===== src/rtl/hazard_scoreboard.sv =====
// hazard_scoreboard
//   Load-use and halt interlock for the 5-stage MIPS pipeline. It sits beside
//   the ID stage and gates the PC, IF/ID and ID/EX registers.
//   - A per-register 3-bit countdown (pend) tracks loads still in flight.
//   - A small FSM drains outstanding loads after a halt opcode (6'h3f), then
//     freezes fetch for good.
//   - Optional interlock cycle counter, enabled by defining HAZARD_PERF_CNT_EN.
//     When it is not defined there are no counter flops and stall_count is 0.
//
// Ports
//   clk, rst_n      : clock, asynchronous active-low reset
//   d_valid         : ID holds a real instruction
//   d_instruction   : ID instruction ([31:26] opcode, [25:21] rs, [20:16] rt)
//   d_uses_rs/rt    : instruction reads rs / rt
//   d_reg_write     : instruction writes d_dest
//   d_dest          : destination register
//   d_mem_read      : instruction is a load
//   ext_stall       : memory-side freeze of the whole front end
//   pc_en, ifid_en  : PC / IF-ID may advance
//   idex_bubble     : ID/EX loads a NOP instead of the ID instruction
//   halted          : core is halted
//   stall_count     : saturating count of interlock cycles
//
// state  | meaning
// RUN    | normal issue, load-use interlock active
// DRAIN  | halt seen, waiting for every pending load to retire
// HALTED | fetch frozen until reset
module hazard_scoreboard #(
  parameter int NUM_REGS     = 32,
  parameter int REG_AW       = 5,
  parameter int LOAD_LATENCY = 1,
  parameter int CNT_W        = 16
) (
  input  logic              clk,
  input  logic              rst_n,
  input  logic              d_valid,
  input  logic [31:0]       d_instruction,
  input  logic              d_uses_rs,
  input  logic              d_uses_rt,
  input  logic              d_reg_write,
  input  logic [REG_AW-1:0] d_dest,
  input  logic              d_mem_read,
  input  logic              ext_stall,
  output logic              pc_en,
  output logic              ifid_en,
  output logic              idex_bubble,
  output logic              halted,
  output logic [CNT_W-1:0]  stall_count
);

  localparam logic [5:0] HALT_OP   = 6'h3f;
  localparam logic [2:0] LOAD_PEND = 3'(LOAD_LATENCY);

  typedef enum logic [1:0] {RUN, DRAIN, HALTED} state_t;

  state_t            state;
  logic [2:0]        pend [NUM_REGS];

  logic [5:0]        opcode;
  logic [REG_AW-1:0] rs;
  logic [REG_AW-1:0] rt;
  logic              halt_op;
  logic              rs_busy;
  logic              rt_busy;
  logic              hazard;
  logic              issue;
  logic              drain_done;
  logic              unused_bits;

  assign opcode      = d_instruction[31:26];
  assign rs          = d_instruction[21 +: REG_AW];
  assign rt          = d_instruction[16 +: REG_AW];
  assign unused_bits = ^d_instruction[15:0];

  assign halt_op = d_valid && (opcode == HALT_OP);
  assign rs_busy = d_uses_rs && (rs != '0) && (pend[rs] != 3'd0);
  assign rt_busy = d_uses_rt && (rt != '0) && (pend[rt] != 3'd0);
  assign hazard  = d_valid && (rs_busy || rt_busy);
  assign issue   = d_valid && (state == RUN) && !hazard && !ext_stall && !halt_op;

  // Drain finishes on the edge that clears the last pending entry, so the
  // check is on the post-decrement value (every entry at most 1). This makes
  // HALTED arrive max(1, remaining pend) edges after DRAIN is entered.
  always_comb begin
    drain_done = 1'b1;
    for (int r = 0; r < NUM_REGS; r++) begin
      if (pend[r] > 3'd1) drain_done = 1'b0;
    end
  end

  // Issue write wins over the decrement of the same entry (later assignment).
  always_ff @(posedge clk or negedge rst_n) begin
    if (!rst_n) begin
      for (int r = 0; r < NUM_REGS; r++) pend[r] <= 3'd0;
    end else if (!ext_stall) begin
      for (int r = 0; r < NUM_REGS; r++) begin
        if (pend[r] != 3'd0) pend[r] <= pend[r] - 3'd1;
      end
      if (issue && d_reg_write && (d_dest != '0)) begin
        pend[d_dest] <= d_mem_read ? LOAD_PEND : 3'd0;
      end
    end
  end

  always_ff @(posedge clk or negedge rst_n) begin
    if (!rst_n) begin
      state <= RUN;
    end else if (!ext_stall) begin
      case (state)
        RUN:     if (halt_op) state <= DRAIN;
        DRAIN:   if (drain_done) state <= HALTED;
        HALTED:  state <= HALTED;
        default: state <= RUN;
      endcase
    end
  end

  always_comb begin
    pc_en       = 1'b1;
    ifid_en     = 1'b1;
    idex_bubble = 1'b0;
    if (ext_stall) begin
      pc_en   = 1'b0;
      ifid_en = 1'b0;
    end else if ((state != RUN) || halt_op || hazard) begin
      pc_en       = 1'b0;
      ifid_en     = 1'b0;
      idex_bubble = 1'b1;
    end
  end

  assign halted = (state == HALTED);

`ifdef HAZARD_PERF_CNT_EN
  logic [CNT_W-1:0] perf_cnt;

  always_ff @(posedge clk or negedge rst_n) begin
    if (!rst_n) begin
      perf_cnt <= '0;
    end else if (hazard && (state == RUN) && !halt_op && !ext_stall && (perf_cnt != '1)) begin
      perf_cnt <= perf_cnt + CNT_W'(1);
    end
  end

  assign stall_count = perf_cnt;
`else
  assign stall_count = '0;
`endif

endmodule


===== config.mk =====
export PLATFORM = sky130hd
export DESIGN_NAME = hazard_scoreboard
export DESIGN_NICKNAME = d
export VERILOG_FILES = /design/src/rtl/hazard_scoreboard.sv
export SDC_FILE = /design/constraint.sdc
export NUM_CORES = 1
export LEC_CHECK = 0
export ABC_AREA = 1
export CAP_MARGIN = 20
export CORE_MARGIN = 5
export CORE_UTILIZATION = 45
export CTS_CLUSTER_SIZE = 10
export DETAILED_ROUTE_END_ITERATION = 10
export GPL_TIMING_DRIVEN = 0
export PLACE_DENSITY = 0.69
export SETUP_SLACK_MARGIN = 0.5
export SLEW_MARGIN = 15
export SYNTH_ARGS = -nofsm -noshare
export SYNTH_HDL_FRONTEND = slang
export SYNTH_SLANG_ARGS = --single-unit

===== constraint.sdc =====
create_clock -name clk -period 4.7 [get_ports clk]
set_input_delay 0.94 -clock clk [delete_from_list [all_inputs] [get_ports clk]]
set_output_delay 0.94 -clock clk [all_outputs]
set_load 0.03 [all_outputs]

==> flow_metrics.tcl <==
set metrics [dict create \
    status "finished, final reports clean" \
    clock_sinks 98 \
    cts_tree "done" \
    die_w_um 155.4 \
    yosysSeqAreaShare_pct 25.77 \
    fin_cells 1737 \
    startpoint_type "input pin" \
    skew_ns 0.01428 \
    cp_slowest_stage_delay_ns 0.24 \
    ant_nets 0 \
    track_usage_pct 26.10 \
    yosys.area.top_type "dfrtp_1" \
    fin_crit_ns 4.114 \
    rows 53 \
    diodes 0 \
    antenna_found_initial 0 \
    viasPerCell 5.523 \
    clk_path_buf_depth 2 \
    crit_required_ns 3.76 \
    final_util_pct 50.47 \
    synth_area_um2 9517 \
    critPathCaptureType "primary output" \
    rr_endpoint "state[0]" \
    power_density_nw_per_um2 601.1 \
    slowest_stage "nor2_4" \
    power.static_leakage_nw 5.589 \
    critPathBufInv 5 \
    numPortBuffers 28 \
    grt_pass1_wl_um 49190 \
    cts_hold_buf 0 \
    num_io_pins 65 \
    clk_latency_ns 0.37 \
    drc 0 \
    vias 9594 \
    fillCellCount 2150 \
    layout.nets 1602 \
    gp_congestion 0.9861 \
    worst_slack_ns 0.5859 \
    crit_chain "buf_4 > inv_2 > nor2_4 > o21ai_0 > o211ai_1 > nor2_1 > nor2_1 > nand2_1 > nand2_1 > nand3_2 > buf_6 > nand2_1 > a21oi_2 > and2_1 > buf_4 > buf_2" \
    cts_htree_levels 3 \
    r2r_setup_slack_ns 2.17 \
    drt-total-wl_um 31570 \
    worstPathArrival_ns 3.17 \
    start_util_pct 45.41 \
    crit_family "simple AND/OR/NAND/NOR gates" \
    clk_pin_slew_ns 0.07 \
    drive_gt1_share_pct 7.934 \
    irDropWorstVdd_uv 320.7 \
    yosys-top-cells-area "dfrtp_1, nand2_1, ha_1" \
    synth_seq_cells 98 \
    relSlewSlack_pct 39.77 \
    drt-initial-drc-count 1129 \
    grt_pass1_vias 8946 \
    avgSynthCellArea_um2 6.798 \
    crit_fanout 10 \
    dpl.hpwl_um 23150 \
    cpMostUsedCell "nand2_1" \
    core_region_area_um2 20960 \
    tightest_slew_ns 0.9035 \
    dp.cells 1719 \
    hold_path_class "input pin to asynchronous set/reset pin" \
    wl_per_cell_um 18.17 \
    die_h_um 155.4 \
    crit_path_start "d_instruction[22]" \
    max_freq_mhz 243.1 \
    grt_max_degree 60 \
    maxCapViolCount 0 \
    reg2reg_depth 11 \
    overflow 0 \
    worstReg2RegStart "pend[25]" \
    areaGrowthSynthToFinish_pct 11.12 \
    setup.worst_path.class "input pin to primary output" \
    finalHoldViolations 0 \
    syn_inst 1400 \
    ys_types 34 \
    pre_cts_ws_ns -0.5518 \
    synth_top_area_share_pct 25.77 \
    fin_crit_sh_pct 87.53 \
    synth_warnings 0 \
    rsz0062_at_grt "yes" \
    report.power.total_mw 6.357 \
    setup_viol 0 \
    dr.pass1.iters 6 \
    clock-root-buffer "clkbuf_16" \
    slew_violations 0 \
    dieArea_um2 24160 \
    cts_buffers 9 \
]
-- layout by cell type, fill, tap and decap left out, types with 28 or more instances in the layout --
| cell | n |
|---|---|
| inv_1 | 148 |
| xor2_1 | 53 |
| nand2_1 | 448 |
| nand3_1 | 106 |
| mux2_2 | 30 |
| a21oi_1 | 28 |
| o21ai_0 | 58 |
| nand4_1 | 72 |
| nand3b_1 | 29 |
| ha_1 | 100 |
| nor2_1 | 85 |
| dfrtp_1 | 98 |
-- synth_stat cells --
master    instances
inv_2             4
xnor2_1           8
nand3b_1         29
or2_2             3
nor4_1            7
buf_4            21
o21ai_0          58
o21a_1            1
ha_1            100
and2_1            1
nor2_1           87
nand3_4           1
nor3_1            7
nor2_4            1
clkinv_1          2
o22a_1            1
o21ai_1          24
nand4_1          72
buf_1             3
nand3_1         106
o211ai_1          2
inv_1           149
nand2_1         448
mux2_2           30
buf_2            21
nand3_2           2
a21oi_1          29
o21bai_1          2
conb_1            1
nor3_2            1
clkbuf_1         26
xor2_1           53
nor2_2            2
dfrtp_1          98
-- flip-flops by register name (all words and copies together) (netlist names) --
signal  cells
pend       96
state       2
-- stage by stage --
step	setup TNS [ns]	hold slack [ns]	instance area [um^2]
3_3_place_gp	-146.26	0.4768	10200
3_5_place_dp	-1.314	0.4843	10230
2_1_floorplan	0	0.4627	9573
4_1_cts	0	0.5005	10570
6_report	0	0.4878	10580
5_1_grt	0	0.5247	10580
-- how the worst max path moves through the flow --
stage | depth (start not counted) | endpoint | slack, ns
after floorplan | 16 | pc_en | 0.98
after global placement | 1 | pend[26] | -1.49
after detailed placement | 16 | pc_en | -0.55
after CTS | 16 | pc_en | 0.51
after global routing | 17 | pc_en | 0.47
final | 16 | pc_en | 0.59
-- report_power, final --
part	internal (mW)	total [mW]	switching, mW
logic	1.59	3.87	2.28
registers	1.25	1.75	0.505
clock network	0.372	0.737	0.364
total	3.21	6.36	3.15
-- layout make-up --
class	instances	area [um^2]	share of cell area, %
Clock buffer	11	242.7	2.295
Timing Repair Buffer	31	301.5	2.851
Inverter	155	585.6	5.537
Sequential cell	98	2452	23.19
Multi-Input combinational cell	1091	6203	58.66
Clock inverter	5	30.03	0.2840
Buffer	71	415.4	3.928
Tap cell	275	344.1	3.254
-- worst register-to-register path, cell delays in order, from the launching register on --
cell	delay [ns]
dfrtp_1	0.42
inv_1	0.19
ha_1	0.18
a21oi_1	0.04
nor4_1	0.60
o211ai_1	0.18
nor2_1	0.27
nand3_1	0.21
nand2_1	0.15
nand2_1	0.08
nand2_1	0.07
nand2_1	0.05
-- cells by family (layout without fill, tap and decap cells) --
logic type,Yosys count,count (layout),share of synthesized area (%)
buf+inv,226,273,10.02
flops,98,98,25.77
mux,30,30,3.550
fa+ha+maj,100,100,13.15
xor+xnor,61,61,5.614
other cells,1,16,0.03940
simple gates,767,767,35.54
compound gates,117,117,6.324
-- what timing repair did --
item | CTS | global route
setup endpoints to repair | 3 | 3
gates resized for setup | 34 | 11
setup buffers | 2 | 0
-- per-layer routing --
metal	part of all wire, %	vias up	wire, um	track usage [%]
met3	9.5	85	2998	3.561
li1	-	4597	-	-
met5	0	-	0	0
met1	42	4459	13350	36.25
met4	3.8	0	1201	9.837
met2	44	453	14020	41.36
Note: power is estimated with default switching activity, not from simulation.
